### config.mk
export PLATFORM = sky130hd
export DESIGN_NAME = muldiv_seq
export DESIGN_NICKNAME = d
export VERILOG_FILES = /design/src/rtl/rv32i_pkg.sv /design/src/rtl/muldiv_seq.sv
export SDC_FILE = /design/constraint.sdc
export NUM_CORES = 1
export LEC_CHECK = 0
export ABC_CLOCK_PERIOD_IN_PS = 5650
export BUFFER_PORTS_ARGS = -buffer_cell sky130_fd_sc_hd__buf_2
export CORE_MARGIN = 4
export CORE_UTILIZATION = 40
export DETAILED_ROUTE_END_ITERATION = 6
export PLACE_DENSITY_LB_ADDON = 0.2
export SYNTH_ARGS = -nofsm -noshare
export SYNTH_HDL_FRONTEND = slang
export SYNTH_SLANG_ARGS = --single-unit
export TNS_END_PERCENT = 100
### constraint.sdc
create_clock -name clk -period 5.65 [get_ports clk]
set_input_delay 0.2825 -clock clk [delete_from_list [all_inputs] [get_ports clk]]
set_output_delay 0.2825 -clock clk [all_outputs]
set_load 0.1 [all_outputs]
### src/rtl/rv32i_pkg.sv
// Shared RV32I definitions: ALU op codes used by the decoder
// and the sequential multiply/divide unit, plus its state type.
package rv32i_pkg;

    localparam logic [3:0] ALU_MUL = 4'b1100;
    localparam logic [3:0] ALU_DIV = 4'b1101;

    typedef enum logic [1:0] {
        IDLE = 2'd0,
        RUN  = 2'd1,
        DONE = 2'd2
    } md_state_e;

endpackage

### src/rtl/muldiv_seq.sv
// Sequential 32-bit multiplier (low word) and signed restoring
// divider; one iteration per cycle, single-cycle done pulse.
module muldiv_seq
    import rv32i_pkg::*;
#(
    parameter int XLEN = 32,
    parameter int ITER = 32
) (
    input  logic            clk,
    input  logic            rst_n,
    input  logic            start,
    input  logic [3:0]      alu_ops,
    input  logic [XLEN-1:0] rs1_val,
    input  logic [XLEN-1:0] rs2_val,
    input  logic [4:0]      rd_in,
    input  logic            flush,
    output logic            stall,
    output logic            busy,
    output logic            done,
    output logic [XLEN-1:0] result,
    output logic [4:0]      rd_out
);

    localparam int CW = 5;
    localparam logic [CW-1:0] LAST = CW'(ITER - 1);
    localparam logic [XLEN-1:0] INT_MIN = {1'b1, {(XLEN-1){1'b0}}};

    md_state_e       state_q, state_d;
    logic [CW-1:0]   cnt_q, cnt_d;
    logic [XLEN-1:0] acc_q, acc_d;
    logic [XLEN-1:0] opa_q, opa_d;
    logic [XLEN-1:0] opb_q, opb_d;
    logic            is_div_q, is_div_d;
    logic            neg_q, neg_d;
    logic [4:0]      rd_q, rd_d;
    logic [XLEN-1:0] result_q, result_d;
    logic [4:0]      rd_out_q, rd_out_d;

    logic            is_op, div_req, accept;
    logic            div0, ovf;
    logic [XLEN-1:0] mag1, mag2;
    logic [XLEN-1:0] mul_acc;
    logic [XLEN:0]   rshift;
    logic            fits;
    logic [XLEN-1:0] rsub, div_rem, div_quo, qfinal;

    // Decode the request and form one multiply and one divide step.
    always_comb begin
        is_op   = (alu_ops == ALU_MUL) || (alu_ops == ALU_DIV);
        div_req = (alu_ops == ALU_DIV);
        accept  = rst_n && (state_q == IDLE) && start && is_op && !flush;
        div0    = (rs2_val == '0);
        ovf     = (rs1_val == INT_MIN) && (rs2_val == '1);
        mag1    = rs1_val[XLEN-1] ? -rs1_val : rs1_val;
        mag2    = rs2_val[XLEN-1] ? -rs2_val : rs2_val;
        mul_acc = opb_q[0] ? acc_q + opa_q : acc_q;
        rshift  = {acc_q, opa_q[XLEN-1]};
        fits    = rshift >= {1'b0, opb_q};
        rsub    = rshift[XLEN-1:0] - opb_q;
        div_rem = fits ? rsub : rshift[XLEN-1:0];
        div_quo = {opa_q[XLEN-2:0], fits};
        qfinal  = neg_q ? -div_quo : div_quo;
    end

    // Next-state and datapath update for IDLE / RUN / DONE.
    always_comb begin
        state_d  = state_q;
        cnt_d    = cnt_q;
        acc_d    = acc_q;
        opa_d    = opa_q;
        opb_d    = opb_q;
        is_div_d = is_div_q;
        neg_d    = neg_q;
        rd_d     = rd_q;
        result_d = result_q;
        rd_out_d = rd_out_q;
        unique case (state_q)
            IDLE: begin
                if (accept) begin
                    rd_d     = rd_in;
                    is_div_d = div_req;
                    cnt_d    = '0;
                    neg_d    = 1'b0;
                    opa_d    = rs1_val;
                    opb_d    = rs2_val;
                    acc_d    = '0;
                    if (div_req && (div0 || ovf)) begin
                        acc_d   = div0 ? '1 : INT_MIN;
                        state_d = DONE;
                    end else if (div_req) begin
                        opa_d   = mag1;
                        opb_d   = mag2;
                        neg_d   = rs1_val[XLEN-1] ^ rs2_val[XLEN-1];
                        state_d = RUN;
                    end else begin
                        state_d = RUN;
                    end
                end
            end
            RUN: begin
                if (flush) begin
                    state_d = IDLE;
                    cnt_d   = '0;
                end else begin
                    cnt_d = cnt_q + 1'b1;
                    if (is_div_q) begin
                        acc_d = div_rem;
                        opa_d = div_quo;
                    end else begin
                        acc_d = mul_acc;
                        opa_d = opa_q << 1;
                        opb_d = opb_q >> 1;
                    end
                    if (cnt_q == LAST) begin
                        cnt_d   = '0;
                        acc_d   = is_div_q ? qfinal : mul_acc;
                        state_d = DONE;
                    end
                end
            end
            DONE: begin
                state_d = IDLE;
                if (!flush) begin
                    result_d = acc_q;
                    rd_out_d = rd_q;
                end
            end
            default: state_d = IDLE;
        endcase
    end

    // State and datapath registers, cleared asynchronously.
    always_ff @(posedge clk or negedge rst_n) begin
        if (!rst_n) begin
            state_q  <= IDLE;
            cnt_q    <= '0;
            acc_q    <= '0;
            opa_q    <= '0;
            opb_q    <= '0;
            is_div_q <= 1'b0;
            neg_q    <= 1'b0;
            rd_q     <= '0;
            result_q <= '0;
            rd_out_q <= '0;
        end else begin
            state_q  <= state_d;
            cnt_q    <= cnt_d;
            acc_q    <= acc_d;
            opa_q    <= opa_d;
            opb_q    <= opb_d;
            is_div_q <= is_div_d;
            neg_q    <= neg_d;
            rd_q     <= rd_d;
            result_q <= result_d;
            rd_out_q <= rd_out_d;
        end
    end

    // Outputs: the fresh result shows only during an unflushed done.
    always_comb begin
        busy   = (state_q != IDLE);
        stall  = accept || (state_q == RUN);
        done   = (state_q == DONE) && !flush;
        result = done ? acc_q : result_q;
        rd_out = done ? rd_q : rd_out_q;
    end

endmodule

Word-level counts from Yosys, hierarchy flattened
Index checks and enable logic that the tools add are counted.

Register bits: 147.

$add $sub $neg: 6. Magnitude comparators: 1. Equal/unequal tests: 11. Multiplexer cells: 38. Bitwise logic cells: 2. Reduce and logical (&&, ||, !) cells: 21.

Operators with widths (count): 32-bit two-way mux (21); 32-bit case mux with 2 select lines (3); 32-bit negator (3); 32-bit equality test, second input constant (2); 33-bit by 32-bit >= comparator with 1-bit output (1); 32-bit adder (1); 32-bit logical NOT (1); 32-bit subtractor (1); 31-bit two-way mux (1); 5-bit two-way mux (4); 5-bit case mux with 2 select lines (1); 4-bit equality test, second input constant (2); 2-bit two-way mux (4); 2-bit AND reduction (4); 1-bit logical AND (7); 2-bit != test, second input constant (3); 5-bit by 1-bit adder with 5-bit output, second input constant (1); 5-bit equality test, second input constant (1); 2-bit case mux with 2 select lines (1); 4-bit AND reduction (1); 2-bit nonzero test (2); 1-bit logical OR (3); 1-bit two-way mux (3); 3-bit != test, second input constant (1); 7 further kinds (7).

Depth between registers and ports, before layout
Gate-level depths: netlist of run 1.

Word-level depth: 7. Mapped depth: 23. Gate-level depth less buffers: 19.

Least setup slack after synthesis of run 1
OpenSTA, ideal clock, no wires.

Path type: register to register. Start point: register acc_q[25]. End point: register acc_q[18]. Arrival time: 4873 ps. Setup slack: 691 ps. Cell stages (with the launch flop): 22. Buffers on the path: 4. Period minus slack after synthesis: 4959 ps. Cells stage by stage: dfrtp_1 ha_1 buf_2 a21o_1 a21o_1 a21oi_2 a21oi_1 a2111oi_4 nand2_1 inv_1 buf_2 buf_1 ha_1 nand2_1 or2_2 or4_1 buf_4 o31ai_1 xor2_1 a2111oi_0 nor3_1 nor3_1.

Longest elaborated chain between the ends: 7. Elaborated cells between the ends (all ways): 9.

RTL lines: start: declaration (RTL line muldiv_seq.sv:30) `logic [XLEN-1:0] acc_q, acc_d;`; start signal: assignment (RTL line muldiv_seq.sv:137) `acc_q <= '0;`; start signal: assignment (RTL line muldiv_seq.sv:148) `acc_q <= acc_d;`; 33-bit by 32-bit >= comparator with 1-bit output * (RTL line muldiv_seq.sv:58) `fits = rshift >= {1'b0, opb_q};`; 32-bit negator (RTL line muldiv_seq.sv:62) `qfinal = neg_q ? -div_quo : div_quo;`; 32-bit two-way mux (RTL line muldiv_seq.sv:62); 32-bit two-way mux (RTL line muldiv_seq.sv:116) `acc_d = is_div_q ? qfinal : mul_acc;`; 32-bit two-way mux * (RTL line muldiv_seq.sv:114) `if (cnt_q == LAST) begin`; 32-bit two-way mux * (RTL line muldiv_seq.sv:101) `if (flush) begin`; 32-bit case mux with 2 select lines * (RTL line muldiv_seq.sv:77) `unique case (state_q)`.

Mark *: on every way between the ends. The rest lies on a longest branch, timed or not. The select of a mux whose other input is x is not followed. A chain may end at the register's enable or synchronous reset.

Final worst setup path of run 1
Start point: register acc_q[3]. End point: register acc_q[18].

Longest elaborated chain between the ends: 7. Elaborated cells between the ends (all ways): 12.

RTL lines (RTL line): 33-bit by 32-bit >= comparator with 1-bit output (muldiv_seq.sv:58); 32-bit negator (muldiv_seq.sv:62); 32-bit two-way mux (muldiv_seq.sv:62); 32-bit two-way mux (muldiv_seq.sv:116); 32-bit two-way mux * (muldiv_seq.sv:114); 32-bit two-way mux * (muldiv_seq.sv:101); 32-bit case mux with 2 select lines * (muldiv_seq.sv:77).

Marks and branches as above.

==> flow_summary_export.csv, run 1 <==
group,metric,value,unit
global_routing,grt_use_total,0.268,
cts,clk_latency,0.44,ns
cts,cts_resized,0,
synth,syn-instance-count,1551,
power,power_leakage,6.26,nW
critical_path,cp_slowest_cell,"or4_1",
synth,synth_cell_type_count,84,
critical_path,critPathKind,"register to register",
sta,hold_viol,0,
finish,fillers,3142,
sta,final.setup.tns,0,ns
finish,syn2layout_area_growth,12.5,%
critical_path,arrival,5.55,ns
sta,fmax,0.192,GHz
outcome,violations,"DRC",
synth,synth_fp_nets,1699,
routing,ant_nets,0,
synth,async_reset_ff_frac,1.00,
sta,finalSetupViolations,0,
floorplan,ios,117,
cts,cts-root-buf,"clkbuf_16",
floorplan,initial_utilization,0.410,
placed_design,dp_cells,2009,
critical_path,r2r_end,"acc_q[18]",
sta,finalWorstSetupSlack,0.452,ns
sta,slew_headroom,0.214,
sta,finalClockSkew,0.0195,ns
synth,synth-simple-area-share,0.181,
min_path,min_from,"rd_in[3]",
cts,cts_buffers,17,
floorplan,die_area,0.0346,sq mm
synth,syn_area,0.0127,sq mm
critical_path,regToRegSetupSlack,0.45,ns
synth,synth_top_family_by_area,"compound AO/OA/AOI/OAI gates",
placed_design,post-place-ws,0.516,ns
synth,synth_top_area_frac,0.290,
global_routing,grt_pass1_vias,12200,
min_path,worstHoldEndpoint,"rd_q[3]",
floorplan,die_w,186,microns
synth,synth.area.mux_share,0.0468,
placed_design,place.gp.congestion,0.981,
critical_path,worstSetupEndpointType,"register",
power,powerDensity,652,mW/mm^2
power,ir_drop,285,uV
cts,cts_tree,"built",
synth,yosys.area.top_type,"dfrtp_1",
job,drv_cap,0,
synth,ys_top_cells_by_count,"dfrtp_1 (147), o21ai_0 (146), a21oi_1 (141)",
min_path,holdCritPathClass,"input port to register",
synth,synth-compound-area-share,0.278,
sta,tightest_slew,1.18,ns
routing,via_per_inst,6.26,
floorplan,core,0.0309,sq mm
global_routing,grt_max_degree,70,
synth,syn_area_per_cell,8.17,sq um
sta,fin_crit,5.20,ns
synth,ys.flop_type,"dfrtp_1",
critical_path,crit_path_max_fanout,9,
global_routing,antenna_found_initial,1,
sta,post-route-period-util,0.920,
critical_path,worst_r2r_path_depth,17,
placed_design,port_buffers,116,
critical_path,crit_chain,"ha_1 -> a211oi_1 -> nor2_1 -> o31ai_1 -> a21boi_0 -> o21ai_0 -> nand2_1 -> inv_1 -> ha_1 -> nand2_1 -> or2_2 -> or4_1 -> o31ai_1 -> xor2_1 -> a2111oi_0 -> nor3_1 -> nor3_1",
synth,synth_area_leaders,"dfrtp_1 (29%), ha_1 (6.8%), o21ai_0 (5.8%)",
routing,dr_total_vias,12800,
synth,synth-seq-cells,147,
critical_path,r2r_start,"acc_q[3]",
sta,rsz0062_at_grt,"false",
finish,n_antenna_cell,0,
cts,clkTransAtPathRegs,0.09,ns
routing,first_iter_violations,1080,
floorplan,rows,64,
cts,htreeDepth,4,
routing,totalWireLength,46900,microns
routing,wire_per_inst,22.9,microns
finish,layout.cells.non_filler,2042,
routing,drc,12,
synth,synth_edf_count,0,
routing,drtPass1Iterations,7,
critical_path,cp-start-kind,"register",
synth,yosys.area_share.xor_xnor,0.0871,
synth,synth_most_common_cell,"dfrtp_1",
critical_path,slowest_delay,0.75,ns
floorplan,die_y,186,microns
sta,drv_slew,0,
outcome,status,"finished, violations left",
finish,drive_above_1_share,0.154,
synth,yosysWarnings,0,
placed_design,dp_hpwl,34500,microns
cts,clockBufferDepth,2,
cts,numClockSinks,147,
global_routing,grt-ovfl-total,0,
global_routing,grt_pass1_wl,72300,microns
critical_path,worst_ep_required_time,6.00,ns
synth,yosysSeqAreaShare,0.290,
min_path,hold_path_depth,3,
synth,synthAdderAreaFrac,0.0713,
finish,nets,1781,
## worst max path at each step
stage / cells past startpoint / endpoint / slack [ns] / from
after CTS: 17 / acc_q[18] / 0.51 / acc_q[3]
after global placement: 17 / acc_q[18] / 0.69 / acc_q[25]
after global routing: 17 / acc_q[18] / 0.14 / acc_q[3]
after floorplan: 21 / acc_q[18] / 0.69 / acc_q[25]
after detailed placement: 17 / acc_q[18] / 0.52 / acc_q[25]
final: 17 / acc_q[18] / 0.45 / acc_q[3]
## critical path, delay by kind of cell (launching register included)
kind	cells	cell delay, ns
xor+xnor	1	0.10
flops	1	0.47
fa+ha+maj	2	0.57
buf+inv	1	0.12
simple gates	7	1.74
compound gates	6	2.12
## report_power, final
group	internal [mW]	switching (mW)	total, mW
clock network	0.605	0.590	1.19
logic	2.31	3.79	6.10
registers	1.42	0.591	2.01
total	4.33	4.97	9.30
## cells by family after synthesis
logic type,after synthesis
AO/OA/AOI/OAI,550
AND/OR/NAND/NOR,462
flip-flops,147
buffers and inverters,141
XOR/XNOR,126
adder cells (fa/ha/maj),71
multiplexers,54
## layer usage
layer  GRT usage  wire length, microns  up-vias
li1            -                     -     5919
met1       0.376                 20900     6178
met2       0.421                 21100      565
met3      0.0391                  3120      114
met4       0.101                  1770        2
met5           0                    12        -
## sequential cells by signal, summed over array words and instances (netlist names)
name,flops
acc_q,32
cnt_q,5
rd_out_q,5
result_q,32
opb_q,32
state_q,2
neg_q,1
opa_q,32
is_div_q,1
rd_q,5
## cells in the final DEF, fill, tap and decap left out, types with 7 or more instances in the layout
cell type and instances:
or4_1 9, o21a_1 13, mux2i_1 12, and3_1 26, o41ai_1 10, o31ai_1 26, clkbuf_16 17, and2_1 9
xnor2_1 48, xor2_1 78, o211ai_1 36, nand3_1 29, nand2_1 134, nor3_1 31, dfrtp_1 147, nor2_1 113
o21ai_1 12, a221oi_1 13, o21ai_0 146, buf_2 115, ha_1 69, o22ai_1 13, inv_1 56, a21o_1 27
buf_4 29, nand4_1 21, a21oi_1 141, mux2_2 42, or3_1 16, a31oi_1 27, nor2b_1 7, nand2b_1 16
nor4_1 14, a211oi_1 20, o221ai_1 8
## stage by stage
stage / total power [mW] / area, sq um / utilization / hold WS, ns
after floorplan: 6.13 / 12700 / - / -0.0131
after global placement: 7.92 / 13600 / 0.441 / 0.164
after detailed placement: 7.93 / 13600 / 0.441 / 0.164
after CTS: 9.16 / 14300 / 0.461 / 0.0151
after global routing: 9.95 / 14300 / 0.461 / 0.0330
final: 9.30 / 14300 / 0.461 / 0.0242
## cell type report
type                       count  area, sq um  area share
clock buffer                  17          425      0.0298
inverter                      58          218      0.0153
sequential                   147         3680       0.258
multi-input combinational   1263         8440       0.592
timing repair buffer         146          815      0.0571
clock inverter                15          184      0.0129
tap                          396          495      0.0348
## what timing repair did
| action | in CTS | in global routing |
|---|---|---|
| hold buffers | 1 | 0 |
| buffers inserted | 0 | 0 |
| endpoints found under the hold margin | 22 | 0 |
(Power assumes the default switching activity.)
==> run 2, diff against run 1 <==
Settings changed: ABC_CLOCK_PERIOD_IN_PS 5650 to 4970, CORE_MARGIN 4 to 2.
Clock period 5.65 ns to 4.97 ns, I/O delays scaled along.
==> run 2 against run 1 <==
- the flow now finishes without violations
- cell area rose by 1.8%
- critical path depth stayed put
- clock power is 13% higher
- via count is 0.63% higher
- first-iteration DRC count is 12% higher
- worst hold slack improved by 0.079 ns
- sequential share of layout area fell by 0.45 points
- die area down 4.3%
- sequential cell count unchanged
- count of clock-buffer cells in the layout is 2 higher
- critical path type unchanged
==> flow_summary_export.csv, run 2 (synthesized netlist as in run 1, its figures left out) <==
group,metric,value,unit
routing,drc,0,
global_routing,busiest_layer,"met2",
sta,hold_ws,0.104,ns
placed_design,dp_hpwl,36300,microns
sta,finalSetupViolations,0,
sta,tightest_slew,1.07,ns
routing,drtPass1Iterations,6,
outcome,status,"complete, no violations",
power,power_leakage,6.40,nW
cts,numClockSinks,147,
finish,nets,1813,
global_routing,grt_max_degree,73,
sta,slew_headroom,0.283,
job,drv_cap,0,
sta,final.setup.tns,0,ns
global_routing,use_met2,0.447,
critical_path,cp-start-kind,"register",
placed_design,dpl_cell_area,0.0138,sq mm
critical_path,critPathKind,"register to register",
sta,post-route-period-util,0.945,
floorplan,ios,117,
cts,cts_tree,"built",
finish,final_cell_mix,"dfrtp_1 (147), o21ai_0 (145), a21oi_1 (141)",
critical_path,worstSetupEndpointType,"register",
cts,htreeDepth,4,
placed_design,dp_cells,2042,
cts,post-cts-setup-buffers,0,
power,power,10.9,mW
routing,via_per_inst,6.19,
floorplan,rows,65,
critical_path,arrival,5.06,ns
critical_path,crit_path_max_fanout,7,
critical_path,worst_ep_required_time,5.33,ns
routing,wire_per_inst,23.1,microns
cts,cts_buffers,17,
sta,finalClockSkew,0.0169,ns
global_routing,use_met3,0.0429,
finish,stdcell_area,0.0145,sq mm
critical_path,cp_slowest_cell,"or4_1",
critical_path,worst_r2r_path_depth,17,
sta,rsz0062_at_grt,"false",
sta,fmax,0.213,GHz
finish,n_antenna_cell,0,
global_routing,use_met1,0.410,
cts,clkTransAtPathRegs,0.08,ns
placed_design,port_buffers,116,
critical_path,slowest_delay,0.67,ns
routing,totalWireLength,48100,microns
cts,clk_latency,0.45,ns
routing,first_iter_violations,1205,
routing,dr_total_vias,12900,
global_routing,grt_pass1_wl,73600,microns
finish,layout.cells.non_filler,2079,
sta,hold_viol,0,
floorplan,die_y,182,microns
floorplan,core,0.0314,sq mm
finish,drive_above_1_share,0.167,
global_routing,grt-ovfl-total,0,
min_path,hold_path_depth,3,
floorplan,die_w,182,microns
cts,clockBufferDepth,2,
floorplan,die_area,0.0331,sq mm
min_path,holdCritPathClass,"input port to register",
power,powerDensity,753,mW/mm^2
placed_design,place.gp.congestion,1.00,
global_routing,grt_use_total,0.292,
sta,drv_slew,0,
power,ir_drop,238,uV
floorplan,initial_utilization,0.404,
global_routing,antenna_found_initial,0,
sta,fin_crit,4.70,ns
finish,layout_commonest_cell,"dfrtp_1",
critical_path,crit_chain,"ha_1 -> a21oi_1 -> a21oi_1 -> o31ai_1 -> a21boi_0 -> o21ai_1 -> nand2_1 -> inv_1 -> ha_1 -> nand2_1 -> or2_2 -> or4_1 -> o31ai_1 -> xor2_1 -> a2111oi_1 -> nor3_1 -> nor3_1",
finish,syn2layout_area_growth,14.5,%
global_routing,grt_pass1_vias,12200,
routing,ant_nets,0,
placed_design,post-place-ws,0.144,ns
sta,finalWorstSetupSlack,0.271,ns
cts,cts-root-buf,"clkbuf_16",
finish,fin_util,0.462,
==> run 2: cell count changes in the layout (fill, tap and decap cells not counted), sizes merged <==
cell / previous run / this run
buf: 145 / 172
inv: 64 / 60
bufinv: 0 / 2
clkinv: 9 / 6
dlygate4sd3: 1 / 6
clkinvlp: 0 / 2
clkbuf: 17 / 19
==> run 2: report_power, final <==
part	switching (mW)	internal, mW	leakage [nW]
sequential	0.593	1.61	1.85
combinational	4.62	2.75	4.26
clock	0.585	0.763	0.284
==> run 2: repair_timing <==
action / in CTS / in global routing
gates resized for setup: 0 / 3
endpoints found under the hold margin: 24 / 0
endpoints found under the setup margin: 0 / 3
hold buffers: 6 / 0
==> run 2: area by class of cell <==
type,count,area [sq um]
tap,402,503
timing repair buffer,178,1070
inverter,58,218
fill,3182,16900
clock inverter,12,150
clock buffer,19,443
sequential,147,3680
multi-input combinational,1263,8450
==> run 2: path summary, 6_finish.rpt <==
check	from	endpoint	slack, ns
worst max-delay path	acc_q[1]	acc_q[18]	0.27
worst min-delay path	rs1_val[12]	opa_q[12]	0.10
worst max register to register	acc_q[1]	acc_q[18]	0.27
worst min register to register	rd_q[0]	rd_q[0]	0.47
max in group asynchronous	rst_n	acc_q[25]	3.46
min in group asynchronous	rst_n	opa_q[20]	0.24
==> run 2: routing by layer <==
metal | routed length (microns) | share of wire
met2 | 21000 | 0.44
met3 | 2990 | 0.062
met4 | 2070 | 0.043
met1 | 22100 | 0.46
met5 | 0 | 0
==> run 2: critical path: cells and delay by family (launching register included) <==
| kind | cells | cell delay (ns) |
|---|---|---|
| AOI/OAI and AO/OA | 7 | 2.01 |
| and+or+nand+nor | 6 | 1.48 |
| adders and majority gates | 2 | 0.53 |
| DFF | 1 | 0.38 |
| xor gates and xnor gates | 1 | 0.11 |
| buffers and inverters | 1 | 0.09 |
